--- src/rtl/des_feistel_f_pipe_if.sv ---
// Handshake bundle for the pipelined DES round function:
// upstream R/K with valid/ready, downstream f with valid/ready.
interface des_feistel_f_pipe_if;
   logic        in_valid;
   logic        in_ready;
   logic [31:0] r_in;
   logic [47:0] subkey;
   logic        out_valid;
   logic        out_ready;
   logic [31:0] f_out;

   modport master (
      output in_valid, r_in, subkey, out_ready,
      input  in_ready, out_valid, f_out
   );

   modport slave (
      input  in_valid, r_in, subkey, out_ready,
      output in_ready, out_valid, f_out
   );
endinterface

--- src/rtl/des_feistel_f_pipe.sv ---
// Pipelined DES round function f(R,K) = P(S(E(R) ^ K)).
// Stage 1 registers E(R)^K; stage 2 applies S-boxes and P, optionally registered.
module des_feistel_f_pipe #(
   parameter int unsigned SBOX_REG = 1
) (
   input logic             clk,
   input logic             rst,
   des_feistel_f_pipe_if.slave bus
);

   // S-box tables, one row of 16 nibbles per line, entry 0 in the top nibble.
   localparam logic [255:0] SBOX [8] = '{
      {64'hE4D12FB83A6C5907, 64'h0F74E2D1A6CB9538,
       64'h41E8D62BFC973A50, 64'hFC8249175B3EA06D},
      {64'hF18E6B34972DC05A, 64'h3D47F28EC01A69B5,
       64'h0E7BA4D158C6932F, 64'hD8A13F42B67C05E9},
      {64'hA09E63F51DC7B428, 64'hD709346A285ECBF1,
       64'hD6498F30B12C5AE7, 64'h1AD069874FE3B52C},
      {64'h7DE3069A1285BC4F, 64'hD8B56F03472C1AE9,
       64'hA690CB7DF13E5284, 64'h3F06A1D8945BC72E},
      {64'h2C417AB6853FD0E9, 64'hEB2C47D150FA3986,
       64'h421BAD78F9C5630E, 64'hB8C71E2D6F09A453},
      {64'hC1AF92680D34E75B, 64'hAF427C9561DE0B38,
       64'h9EF528C3704A1DB6, 64'h432C95FABE17608D},
      {64'h4B2EF08D3C975A61, 64'hD0B7491AE35C2F86,
       64'h14BDC37EAF680592, 64'h6BD814A7950FE23C},
      {64'hD2846FB1A93E50C7, 64'h1FD8A374C56B0E92,
       64'h7B419CE206ADF358, 64'h21E74A8DFC90356B}
   };

   localparam int unsigned PERM [32] = '{
      16,  7, 20, 21, 29, 12, 28, 17,
       1, 15, 23, 26,  5, 18, 31, 10,
       2,  8, 24, 14, 32, 27,  3,  9,
      19, 13, 30,  6, 22, 11,  4, 25
   };

   logic        accept;
   logic        s1_valid;
   logic        s1_take;
   logic [47:0] s1_data;
   logic [47:0] e_val;
   logic [31:0] s_val;
   logic [31:0] f_val;

   // E: output DES bit 6j+k+1 takes input DES bit ((4j+k-1) mod 32)+1.
   always_comb begin
      e_val = '0;
      for (int unsigned j = 0; j < 8; j++) begin
         for (int unsigned k = 0; k < 6; k++) begin
            e_val[47 - 6*j - k] = bus.r_in[31 - ((4*j + k + 31) % 32)];
         end
      end
   end

   always_comb begin : sbox_stage
      logic [5:0] addr;
      logic [5:0] idx;
      addr  = '0;
      idx   = '0;
      s_val = '0;
      for (int unsigned j = 0; j < 8; j++) begin
         addr = s1_data[47 - 6*j -: 6];
         idx  = {addr[5], addr[0], addr[4:1]};
         // entry idx sits at bit 4*(63-idx), i.e. {~idx,2'b00}
         s_val[31 - 4*j -: 4] = SBOX[j][{~idx, 2'b00} +: 4];
      end
   end

   always_comb begin
      f_val = '0;
      for (int unsigned i = 0; i < 32; i++) begin
         f_val[31 - i] = s_val[32 - PERM[i]];
      end
   end

   assign accept       = bus.in_valid & bus.in_ready;
   assign bus.in_ready = ~s1_valid | s1_take;

   always_ff @(posedge clk or posedge rst) begin
      if (rst) begin
         s1_valid <= 1'b0;
         s1_data  <= '0;
      end else begin
         s1_valid <= accept | (s1_valid & ~s1_take);
         if (accept) begin
            s1_data <= e_val ^ bus.subkey;
         end
      end
   end

   generate
      if (SBOX_REG != 0) begin : g_reg
         logic        s2_valid;
         logic        s2_fire;
         logic [31:0] f_reg;

         assign s2_fire = s1_valid & (~s2_valid | bus.out_ready);

         always_ff @(posedge clk or posedge rst) begin
            if (rst) begin
               s2_valid <= 1'b0;
               f_reg    <= '0;
            end else if (s2_fire) begin
               s2_valid <= 1'b1;
               f_reg    <= f_val;
            end else if (bus.out_ready) begin
               s2_valid <= 1'b0;
            end
         end

         assign s1_take       = s2_fire;
         assign bus.out_valid = s2_valid;
         assign bus.f_out     = f_reg;
      end else begin : g_comb
         assign s1_take       = s1_valid & bus.out_ready;
         assign bus.out_valid = s1_valid;
         assign bus.f_out     = f_val;
      end
   endgenerate

endmodule
--- src/flat_wrapper.sv ---
// flat-port wrapper written by rule: the top's interface ports become plain ports
module des_feistel_f_pipe_flat 
#(
   parameter int unsigned SBOX_REG = 1
)
  (clk, rst, bus_in_valid, bus_r_in, bus_subkey, bus_out_ready, bus_in_ready, bus_out_valid, bus_f_out);
  des_feistel_f_pipe_if bus_i ();
  input logic clk;
  input logic rst;
  input wire logic [$bits(bus_i.in_valid)-1:0] bus_in_valid;
  input wire logic [$bits(bus_i.r_in)-1:0] bus_r_in;
  input wire logic [$bits(bus_i.subkey)-1:0] bus_subkey;
  input wire logic [$bits(bus_i.out_ready)-1:0] bus_out_ready;
  output wire logic [$bits(bus_i.in_ready)-1:0] bus_in_ready;
  output wire logic [$bits(bus_i.out_valid)-1:0] bus_out_valid;
  output wire logic [$bits(bus_i.f_out)-1:0] bus_f_out;
  assign bus_i.in_valid = bus_in_valid;
  assign bus_i.r_in = bus_r_in;
  assign bus_i.subkey = bus_subkey;
  assign bus_i.out_ready = bus_out_ready;
  assign bus_in_ready = bus_i.in_ready;
  assign bus_out_valid = bus_i.out_valid;
  assign bus_f_out = bus_i.f_out;
  des_feistel_f_pipe #(.SBOX_REG(SBOX_REG)) u_core (.clk(clk), .rst(rst), .bus(bus_i));
endmodule
--- config.mk ---
export PLATFORM = sky130hd
export DESIGN_NAME = des_feistel_f_pipe_flat
export DESIGN_NICKNAME = d
export VERILOG_FILES = /design/src/rtl/des_feistel_f_pipe_if.sv /design/src/rtl/des_feistel_f_pipe.sv /design/src/flat_wrapper.sv
export SDC_FILE = /design/constraint.sdc
export NUM_CORES = 1
export LEC_CHECK = 0
export ABC_AREA = 1
export BUFFER_PORTS_ARGS = -buffer_cell sky130_fd_sc_hd__buf_2
export CAP_MARGIN = 10
export CORE_MARGIN = 1
export CORE_UTILIZATION = 65
export CTS_BUF_LIST = sky130_fd_sc_hd__clkbuf_2
export CTS_CLUSTER_DIAMETER = 30
export DETAILED_ROUTE_END_ITERATION = 8
export PLACE_DENSITY = 0.93
export SYNTH_ARGS = -nofsm -noshare
export SYNTH_HDL_FRONTEND = slang
export SYNTH_SLANG_ARGS = --single-unit
--- constraint.sdc ---
create_clock -name clk -period 6.1 [get_ports clk]
set_input_delay 1.22 -clock clk [delete_from_list [all_inputs] [get_ports clk]]
set_output_delay 1.22 -clock clk [all_outputs]
set_load 0.005 [all_outputs]
# Yosys cells after proc, flatten, opt, wreduce, memory -nomap -nowiden
# Cells that the tools add are included.
# word_totals
wordCells,33
out_inout_bits,34
inputBits,84
reg_bits,82
# op_classes
n_reduce_logical,1
n_bitwise,18
shift,8
muxes,2
# ops
op,count
$shiftx A256 B9 Y4 const A,8
$not A6 Y6,8
$xor A48 B48 Y48,1
$and A1 B1 Y1,3
$not A1 Y1,3
$or A1 B1 Y1,3
$mux W1,2
$reduce_bool A2 Y1,1

# Logic depth before layout (Yosys ltp)
# Gate-level depths: netlist (run 1).
# depth
word_depth,6
ltp_mapped,13
depth_no_buf,12

# Worst setup path before layout (run 1)
# No wires, ideal clock.
# synth_path
path_kind,input to output
startpoint,in bus_out_ready
endpoint,out bus_in_ready
arrival_time_ps,1369
required_ps,4880
path_stages,2
setup_slack_ps,3511
path_cell_list,inv_1 -> nand3_1
# synth_between
elab_chain_cells,3
# synth_lines
item,line_no,rtl
"start, declared",flat_wrapper.sv:13,input wire logic [$bits(bus_i.out_ready)-1:0] bus_out_ready;
$or A1 B1 Y1,des_feistel_f_pipe.sv:98,assign s2_fire = s1_valid & (~s2_valid | bus.out_ready);
$and A1 B1 Y1,des_feistel_f_pipe.sv:98,
$or A1 B1 Y1,des_feistel_f_pipe.sv:78,assign bus.in_ready = ~s1_valid | s1_take;
"end, declared",flat_wrapper.sv:14,output wire logic [$bits(bus_i.in_ready)-1:0] bus_in_ready;
# No other way between the ends.

# Worst setup path in the final report (run 1)
# Same ends and word-level chain as after synthesis.

==> results of run 1 <==
[critical path, cell delays in order]
cell	delay [ns]
buf_2	0.09
inv_1	0.06
nand3_1	0.11
buf_2	0.15
[logic make-up after synthesis]
family	after synthesis
buffers and inverters	142
AND/OR/NAND/NOR	703
adder cells (fa/ha/maj)	63
AO/OA/AOI/OAI	168
flip-flops	82
XOR/XNOR	48
[layout make-up]
| type | count | area (sq um) |
|---|---|---|
| fillers | 1001 | 3259 |
| well taps | 143 | 178.9 |
| multi-input cells | 982 | 5046 |
| flip-flops and latches | 82 | 2052 |
| inverters | 86 | 324.1 |
| clock inverters | 7 | 58.81 |
| clock buffers | 9 | 45.04 |
| repair buffers | 119 | 600.6 |
[metal layers]
layer	share of wire, %	vias to the layer above	wire length [um]
li1	-	4077	-
met1	45	3678	8376
met2	46	344	8532
met3	6.7	28	1245
met4	1.9	0	349
met5	0	-	0
[registers in the layout, indices dropped and copies added (netlist names)]
| register | flops |
|---|---|
| u_core.bus.out_valid | 1 |
| u_core.s1_data | 48 |
| u_core.bus.f_out | 32 |
| u_core.s1_valid | 1 |
[how the worst max path moves through the flow]
stage             startpoint                               end  slack, ns
4_1_cts        bus_out_ready                      bus_in_ready       3.25
3_5_place_dp   bus_out_ready  u_core.bus.f_out[15]$_DFFE_PP0P_       2.76
3_3_place_gp   bus_out_ready  u_core.bus.f_out[15]$_DFFE_PP0P_       2.77
2_1_floorplan            rst   u_core.bus.f_out[0]$_DFFE_PP0P_       2.77
5_1_grt        bus_out_ready                      bus_in_ready       3.20
6_report       bus_out_ready                      bus_in_ready       3.25
[synth_stat cells, drive strengths merged]
cell type and instances:
buf 44, o21ai 116, clkbuf 12, or2 4
and2 1, a31oi 2, inv 84, a21oi 30
nand4 2, o211ai 19, nand3b 1, dfrtp 82
clkinv 2, ha 63, nor2 40, nand2 449
o21bai 1, xnor2 48, nand3 206
[through the flow]
step           setup WS (ns)  cell area, sq um
4_1_cts                3.245              8305
2_1_floorplan          2.772              7782
3_3_place_gp           2.773              8202
3_5_place_dp           2.761              8202
6_report               3.246              8305
5_1_grt                3.199              8305
[power by group]
part | internal, mW | switching (mW) | total (mW)
sequential | 0.679 | 0.234 | 0.913
clock | 0.0595 | 0.225 | 0.284
combinational | 0.472 | 0.721 | 1.19
total | 1.21 | 1.18 | 2.39
==> reports/metrics.yaml, run 1 <==
total_power_mw: 2.389
period_minus_slack_ns: 2.854
grt_start_max_net_pins: 97
worst_setup_path_start_kind: "input port"
synth_area_sq_um: 7782
finalHoldViolCount: 0
ys_types: 29
outcome: "finished, violations left"
io_pins: 118
critical_path_class: "input port to output port"
fin_cells: 1428
mostFrequentLayoutCells: "444 x nand2_1, 206 x nand3_1, 117 x buf_2"
hold_buffers: 0
grt_pass1_vias: 7245
cts_made_buffers: 9
start_util_pct: 67.29
cap_violations: 0
worst_slew_margin_rel_pct: 30.85
dr.pass1.iters: 8
cp.arrival_ns: 1.63
gr-total-overflow: 0
worst_ir_drop_vdd_v: 0.0002166
cts_tree: "done"
area_growth_pct: 6.720
synth_cells: 1206
cts_htree_levels: 3
setup_tns_ns: 0
synth_seq_cells: 82
via_count: 8127
rsz0062_at_grt: "no"
clock.fmax_mhz: 350.4
clock_latency_ns: 0.61
diodes: 0
crit_path_end_kind: "output port"
drtIter0Drc: 736
drv_slew: 0
synth_xor_area_share_pct: 5.402
cts_buffer_depth: 2
cts.repair.resized: 0
drive_above_1_share_pct: 12.22
skew_ns: 0.03113
drc: 13
critPathRequiredTime_ns: 4.88
regToRegSetupSlack_ns: 3.74
synth-seq-area-share_pct: 26.37
leakage_nw: 4.382
synthMuxAreaShare_pct: 0
yosysWarnings: 0
synth-compound-area-share_pct: 11.62
port_buffers: 117
syn_nets: 1353
hold_path_depth: 2
dieArea_sq_um: 12410
cts-root-buf: "clkbuf_2"
syn_area_per_cell_sq_um: 6.453
route.detailed.wl_per_inst_um: 12.96
final_common_cell: "nand2_1"
crit_fanout: 3
synth_fa_ha_area_share_pct: 10.13
gp_congestion: 0.9917
synth_top_family_by_area: "simple AND/OR/NAND/NOR gates"
use_met1_pct: 41.43
hold_path_class: "flop to flop"
synth_area_leader_cell: "dfrtp_1"
powerDensity_nw_per_um2: 287.7
synth_top_area_share_pct: 26.37
antenna_found_initial: 0
core.rowCount: 39
wirelength_um: 18500
viasPerCell: 5.691
synth_area_leaders: "dfrtp_1 26%, nand2_1 21%, nand3_1 13%"
ant_nets: 0
fp.dieH_um: 111.4
gr-max-usage-layer: "met2"
setup_viol: 0
grtUsageMet3_pct: 4.736
hold_end: "u_core.bus.f_out[11]$_DFFE_PP0P_"
min_period_over_period_pct: 46.78
layout.nets: 1427
hold-worst-slack_ns: 0.5221
rr_endpoint: "u_core.bus.f_out[15]$_DFFE_PP0P_"
synth-simple-area-share_pct: 37.65
die_w_um: 111.4
timing.rr.start: "u_core.bus.out_valid$_DFFE_PP0P_"
grt_usage_pct: 30.94
worst_pin_slew_ns: 1.037
place_hpwl_um: 13250
met2_usage_pct: 50.75
violations: "DRC"
grt_first_pass_wirelength_um: 32040
dp_cells: 1412
cts.clk_slew.worst_paths_ns: 0.24
cts_sinks: 82
worstHoldStart: "u_core.bus.f_out[11]$_DFFE_PP0P_"
fin_util_pct: 71.82
coreArea_sq_um: 11560
rr_worst_depth: 6
post-cts-setup-buffer-count: 0
No activity file was read; power rests on OpenSTA's default activity.
==> inputs of run 2 (changes only) <==
- ABC_AREA: 1 -> 0
- CORE_UTILIZATION: 65 -> 55
- PLACE_DENSITY: 0.93 -> 0.84
- clock period: 6.1 -> 2.6 ns (I/O delays scaled with it)
==> run 2 against run 1 <==
The run now ends clean. Worst hold slack got worse by 0.37 ns. Clock power increased by 140%. Clock skew decreased by 0.012 ns. Worst setup slack got worse by 3.1 ns. Largest power group unchanged. Highest routed layer unchanged. Via count decreased by 7.3%. Sequential share of layout area decreased by 1.5 points. Critical path type is now flop to flop. Synthesized cell count decreased by 17%. Final cell count decreased by 12%. Register-to-register slack got worse by 3.6 ns. Sequential cell count unchanged. Global-route usage decreased by 4.9 points.
==> reports/metrics.yaml, run 2 <==
outcome: "complete, no violations"  # was finished, violations left
max_flop_register: "u_core.s1_data"  # unchanged
critical_path_class: "flop to flop"  # was input port to output port
ys_types: 66  # was 29
gp_congestion: 0.9307  # was 0.9917
dr.pass1.iters: 5  # was 8
drv_slew: 0  # unchanged
synthArstFlopShare_pct: 100.0  # unchanged
synth_area_leader_cell: "dfrtp_1"  # unchanged
grt_first_pass_wirelength_um: 31880  # was 32040 um
worst_setup_path_start_kind: "flop"  # was input port
gr-total-overflow: 0  # unchanged
ant_nets: 0  # unchanged
synth_top_area_share_pct: 25.49  # was 26.37%
viasPerCell: 6.015  # was 5.691
min_period_over_period_pct: 94.00
switching_share_pct: 43.80  # was 49.34%
intPower_mw: 3.251  # was 1.210 mW
io_pins: 118  # unchanged
total_power_mw: 5.786  # was 2.389 mW
cts_made_buffers: 9  # unchanged
cts-root-buf: "clkbuf_2"  # unchanged
cts_sinks: 82  # unchanged
synth_area_sq_um: 8051  # was 7782 sq um
cts_tree: "done"  # unchanged
cap_violations: 0  # unchanged
synth_cells: 1004  # was 1206
via_count: 7537  # was 8127
synth_area_leaders: "dfrtp_1 25%, ha_1 9.8%, a21oi_1 5.3%"  # was dfrtp_1 26%, nand2_1 21%, nand3_1 13%
synthMostInstantiatedCell: "nand2_1"  # unchanged
final_common_cell: "buf_2"  # was nand2_1
crit_path_end_kind: "flop"  # was output port
regToRegSetupSlack_ns: 0.16  # was 3.74 ns
synth-seq-area-share_pct: 25.49  # was 26.37%
critPathRequiredTime_ns: 3.10  # was 4.88 ns
drtIter0Drc: 866  # was 736
coreArea_sq_um: 14100  # was 11560 sq um
dieArea_sq_um: 15130  # was 12410 sq um
worst_pin_slew_ns: 0.9238  # was 1.037 ns
cts_buffer_depth: 2  # unchanged
start_util_pct: 57.12  # was 67.29%
seqPwrFrac_pct: 37.0  # was 38.2%
post-cts-setup-buffer-count: 0  # unchanged
finalHoldViolCount: 0  # unchanged
worst_slew_margin_rel_pct: 38.41  # was 30.85%
route.detailed.wl_per_inst_um: 15.09  # was 12.96 um
clkPwrFrac_pct: 11.9  # about the same
cp.arrival_ns: 2.95  # was 1.63 ns
wirelength_um: 18910  # was 18500 um
worst_ir_drop_vdd_v: 0.0006531  # was 0.0002166 V
port_buffers: 117  # unchanged
grt_pass1_vias: 6853  # was 7245
p_switching_mw: 2.534  # was 1.179 mW
drive_above_1_share_pct: 17.52  # was 12.22%
layout.nets: 1215  # was 1427
clock.fmax_mhz: 409.2
period_minus_slack_ns: 2.444
antenna_found_initial: 0  # unchanged
yosysWarnings: 0  # unchanged
synth-edff-count: 0  # unchanged
synth_seq_cells: 82  # unchanged
hold_path_class: "input port to flop"  # was flop to flop
drc: 0  # was 13
die_w_um: 123.0  # was 111.4 um
syn_nets: 1151  # was 1353
diodes: 0  # unchanged
synth_common_cells: "91 x nand2_1, 86 x a21oi_1, 86 x nor2_1"  # was 445 x nand2_1, 206 x nand3_1, 106 x o21ai_0
cts_htree_levels: 3  # unchanged
core.rowCount: 43  # was 39
skew_ns: 0.01882  # was 0.03113 ns
power_frac_comb_pct: 51.2  # was 49.9%
powerDensity_nw_per_um2: 653.8  # was 287.7 nW/um^2
crit_fanout: 9  # was 3
mostFrequentLayoutCells: "117 x buf_2, 90 x nand2_1, 86 x nor2_1, 86 x a21oi_1, 83 x o21ai_0"  # was 444 x nand2_1, 206 x nand3_1, 117 x buf_2
fp.dieH_um: 123.0  # was 111.4 um
synth_flop_cell: "dfrtp_1"  # unchanged
largest_reg_flops: 48  # unchanged
leakage_nw: 3.918  # was 4.382 nW
place_hpwl_um: 13370  # was 13250 um
setup_viol: 0  # unchanged
setup_tns_ns: 0  # unchanged
area_growth_pct: 9.915  # was 6.720%
clock_latency_ns: 0.59  # was 0.61 ns
syn_area_per_cell_sq_um: 8.019  # was 6.453 sq um
grt_start_max_net_pins: 50  # was 97
grt_usage_pct: 26.00  # was 30.94%
cts.clk_slew.worst_paths_ns: 0.23  # was 0.24 ns
rsz0062_at_grt: "no"  # unchanged
hold-worst-slack_ns: 0.1538  # was 0.5221 ns
## run 2: cell types whose count changed after synthesis, sizes merged, moves of 20 or more
cell / change
o21ai: -33
xor2: +31
nor2: +46
inv: -45
clkbuf: +44
nor3: +20
nand3: -192
nand2: -358
nor2b: +27
a21oi: +56
a211oi: +21
nand2b: +28
## run 2: logic make-up (layout without fill, tap and decap cells)
| logic type | after synthesis | count (layout) | share of synthesized area (%) |
|---|---|---|---|
| mux | 36 | 36 | 6.931 |
| xor+xnor | 70 | 70 | 7.615 |
| flops | 82 | 82 | 25.49 |
| buf+inv | 134 | 203 | 6.838 |
| compound gates | 326 | 326 | 26.33 |
| fa+ha+maj | 63 | 63 | 9.790 |
| simple gates | 293 | 293 | 17.02 |
## run 2: timing repair
item,in CTS,in global routing
hold buffers,1,0
endpoints found under the hold margin,4,0
resized for setup,0,0
## run 2: power by group through the flow
stage               clock network, mW  logic (mW)  registers [mW]
detailed placement                  0        2.94            2.15
global placement                    0        2.86            2.14
floorplan                           0        2.41            1.84
CTS                             0.714        2.95            2.12
finish                          0.688        2.96            2.14
global route                    0.757        3.32            2.21
## run 2: final cells by class
cell class,instances,area [sq um]
Clock buffer,10,50.05
Clock inverter,6,57.56
Fill cell,1209,5246
Inverter,39,150.1
Multi-Input combinational cell,788,5456
Sequential cell,82,2052
Tap cell,180,225.2
Timing Repair Buffer,148,858.3
## run 2: through the flow
step,cell area [sq um],util (%),setup slack (ns),std cells
3_5_place_dp,8732,61.95,0.1984,1236
2_1_floorplan,8055,-,0.2759,1004
6_report,8850,62.78,0.1561,1253
4_1_cts,8850,62.78,0.1540,1253
5_1_grt,8850,62.78,0.01123,1253
3_3_place_gp,8732,61.95,0.3152,1236
## run 2: metal layers
metal	vias to the layer above	share of wire [%]	global-route usage (%)
li1	3700	-	-
met3	24	6.3	4.520
met4	0	1.4	7.078
met5	-	0	0
met2	296	48	43.50
met1	3517	44	34.57
## run 2: final timing paths
path                                                     to                        startpoint  cells past startpoint
setup / recovery           u_core.bus.f_out[10]$_DFFE_PP0P_     u_core.s1_data[7]$_DFFE_PP0P_                      7
hold / removal                    u_core.s1_valid$_DFF_PP0_                      bus_in_valid                      2
setup reg to reg           u_core.bus.f_out[10]$_DFFE_PP0P_     u_core.s1_data[7]$_DFFE_PP0P_                      7
hold reg to reg            u_core.bus.f_out[16]$_DFFE_PP0P_  u_core.bus.f_out[16]$_DFFE_PP0P_                      2
max in group asynchronous   u_core.bus.f_out[3]$_DFFE_PP0P_                               rst                      4
min in group asynchronous  u_core.bus.f_out[24]$_DFFE_PP0P_                               rst                      4
## run 2: critical path, cell delays in order, from the launching register on
cell	delay [ns]
dfrtp_1	0.55
inv_1	0.20
ha_1	0.48
nor2_1	0.10
a211oi_1	0.24
a21oi_1	0.07
mux4_2	0.46
mux2_4	0.26
==> inputs of run 3 (changes only) <==
--- a/config.mk
+++ b/config.mk
@@ -16,2 +16,3 @@
 export PLACE_DENSITY = 0.84
+export RECOVER_POWER = 100
 export SYNTH_ARGS = -nofsm -noshare
==> constraint.sdc (replaced) <==
create_clock -name clk -period 2.2 [get_ports clk]
set_input_delay 0.44 -clock clk [delete_from_list [all_inputs] [get_ports clk]]
set_output_delay 0.44 -clock clk [all_outputs]
set_load 0.01 [all_outputs]
==> run 3 against run 2 <==
Die area did not move. Non-clock buffer count rose by 25. Core utilization grew 1.4 points. Largest cell class unchanged.
==> reports/metrics.yaml, run 3 (synthesis gave the netlist of run 2 again) <==
final_common_cell: "nand2_1"  # was buf_2
ff_latch_area_sq_um: 2053  # was 2052 sq um
cts_sinks: 82  # unchanged
core.rowCount: 43  # unchanged
drc: 0  # unchanged
worst_slew_margin_rel_pct: 23.18  # was 38.41%
grt_usage_pct: 26.03  # was 26.00%
worst_setup_path_start_kind: "flop"  # unchanged
clock_latency_ns: 0.61  # was 0.59 ns
leakage_nw: 3.953  # was 3.918 nW
ant_nets: 0  # unchanged
outcome: "complete, no violations"  # unchanged
finalHoldViolCount: 0  # unchanged
setup_viol: 0  # unchanged
worst_pin_slew_ns: 1.152  # was 0.9238 ns
crit_path_end_kind: "flop"  # unchanged
viasPerCell: 6.014  # was 6.015
stdcell_area_sq_um: 9044  # was 8850 sq um
io_pins: 118  # unchanged
dp_cells: 1261  # was 1236
skew_ns: 0.02551  # was 0.01882 ns
critical_path_class: "flop to flop"  # unchanged
cts_htree_levels: 3  # unchanged
cts_made_buffers: 9  # unchanged
grt_pass1_vias: 6689  # was 6853
multi_input_area_sq_um: 5480  # was 5456 sq um
grtUsageMet3_pct: 5.028  # was 4.520%
met2_usage_pct: 43.22  # was 43.50%
crit_fanout: 8  # was 9
grt_first_pass_wirelength_um: 31680  # was 31880 um
cp.arrival_ns: 2.63  # was 2.95 ns
drtIter0Drc: 772  # was 866
fin_cells: 1278  # was 1253
gr-total-overflow: 0  # unchanged
area_growth_pct: 12.32  # was 9.915%
hold_path_class: "input port to flop"  # unchanged
antenna_found_initial: 0  # unchanged
via_count: 7686  # was 7537
diodes: 0  # unchanged
mostFrequentLayoutCells: "90 x nand2_1, 86 x nor2_1, 86 x a21oi_1"  # was 117 x buf_2, 90 x nand2_1, 86 x nor2_1, 86 x a21oi_1, 83 x o21ai_0
grt_start_max_net_pins: 83  # was 50
layout.nets: 1240  # was 1215
dr.pass1.iters: 7  # was 5
critPathRequiredTime_ns: 2.72  # was 3.10 ns
cts_buffer_depth: 2  # unchanged
max_flop_register: "u_core.s1_data"  # unchanged
use_met1_pct: 34.79  # was 34.57%
largest_reg_flops: 48  # unchanged
period_minus_slack_ns: 2.106  # was 2.444 ns
worst_ir_drop_vdd_v: 0.0004756  # was 0.0006531 V
fp.dieH_um: 123.0  # unchanged
postPlaceCellArea_sq_um: 8932  # was 8732 sq um
fin_util_pct: 64.16  # was 62.78%
cts_tree: "done"  # unchanged
cts.clk_slew.worst_paths_ns: 0.24  # was 0.23 ns
place_hpwl_um: 13620  # was 13370 um
total_power_mw: 7.355  # was 5.786 mW
fillers: 1221  # was 1209
clock.fmax_mhz: 474.7  # was 409.2 MHz
cts-root-buf: "clkbuf_2"  # unchanged
coreArea_sq_um: 14100  # unchanged
start_util_pct: 57.12  # unchanged
gr-max-usage-layer: "met2"  # unchanged
cap_violations: 0  # unchanged
port_buffers: 117  # unchanged
hold-worst-slack_ns: 0.04314  # was 0.1538 ns
powerDensity_nw_per_um2: 813.3  # was 653.8 nW/um^2
gp_congestion: 0.8991  # was 0.9307
drive_above_1_share_pct: 16.30  # was 17.52%
route.detailed.wl_per_inst_um: 15.09  # about the same
min_period_over_period_pct: 95.75  # was 94.00%
die_w_um: 123.0  # unchanged
wirelength_um: 19290  # was 18910 um
drv_slew: 0  # unchanged
dieArea_sq_um: 15130  # unchanged
run 3: cell count changes in the layout (fill, tap and decap cells not counted), sizes merged:
cell	delta
clkbuf	+41
buf	-17
bufinv	+3
clkinvlp	-2
run 3: path summary, 6_finish.rpt:
check / from / end / slack (ns) / cells past startpoint
worst min-delay path: bus_in_valid / u_core.s1_valid$_DFF_PP0_ / 0.04 / 2
max in group asynchronous: rst / u_core.s1_data[45]$_DFFE_PP0P_ / 0.68 / 4
min in group asynchronous: rst / u_core.s1_data[39]$_DFFE_PP0P_ / 0.77 / 4
worst min register to register: u_core.bus.f_out[16]$_DFFE_PP0P_ / u_core.bus.f_out[16]$_DFFE_PP0P_ / 0.51 / 2
worst max-delay path: u_core.s1_data[8]$_DFFE_PP0P_ / u_core.bus.f_out[10]$_DFFE_PP0P_ / 0.09 / 5
worst max register to register: u_core.s1_data[8]$_DFFE_PP0P_ / u_core.bus.f_out[10]$_DFFE_PP0P_ / 0.09 / 5
run 3: critical path, cell delays in order (launching register included):
cell     delay (ns)
dfrtp_1        0.45
buf_4          0.17
ha_1           0.19
mux4_2         0.47
mux4_2         0.47
mux2_4         0.26
run 3: what timing repair did:
action | 4_1_cts | 5_1_grt
endpoints found under the setup margin | 1 | 4
resized for setup | 1 | 6
hold buffers | 1 | 0
setup buffers | 0 | 0
gates cloned | 0 | 0
endpoints found under the hold margin | 82 | 0
run 3: layout make-up:
type	count	area share [%]
inverter	39	1.660
multi-input combinational	788	60.60
timing repair buffer	173	10.60
clock inverter	7	1.453
clock buffer	9	0.4981
tap	180	2.490
sequential	82	22.70
run 3: metrics by stage:
stage	TNS, ns	worst slack (ns)
final	0	0.09358
after global placement	0	0.1602
after CTS	0	0.007907
after global routing	-0.02538	-0.02538
after floorplan	0	0.01378
after detailed placement	0	0.02559
run 3: per-layer routing:
layer / wire length [um] / vias to the layer above / part of all wire, %
li1: - / 3754 / -
met2: 9292 / 317 / 48
met4: 180 / 0 / 0.93
met5: 0 / - / 0
met1: 8417 / 3594 / 44
met3: 1399 / 21 / 7.3
run 3: where the power goes:
group,total (mW),switching [mW],internal [mW]
Clock,1.16,0.563,0.592
Combinational,3.74,2.01,1.74
Sequential,2.46,0.578,1.88
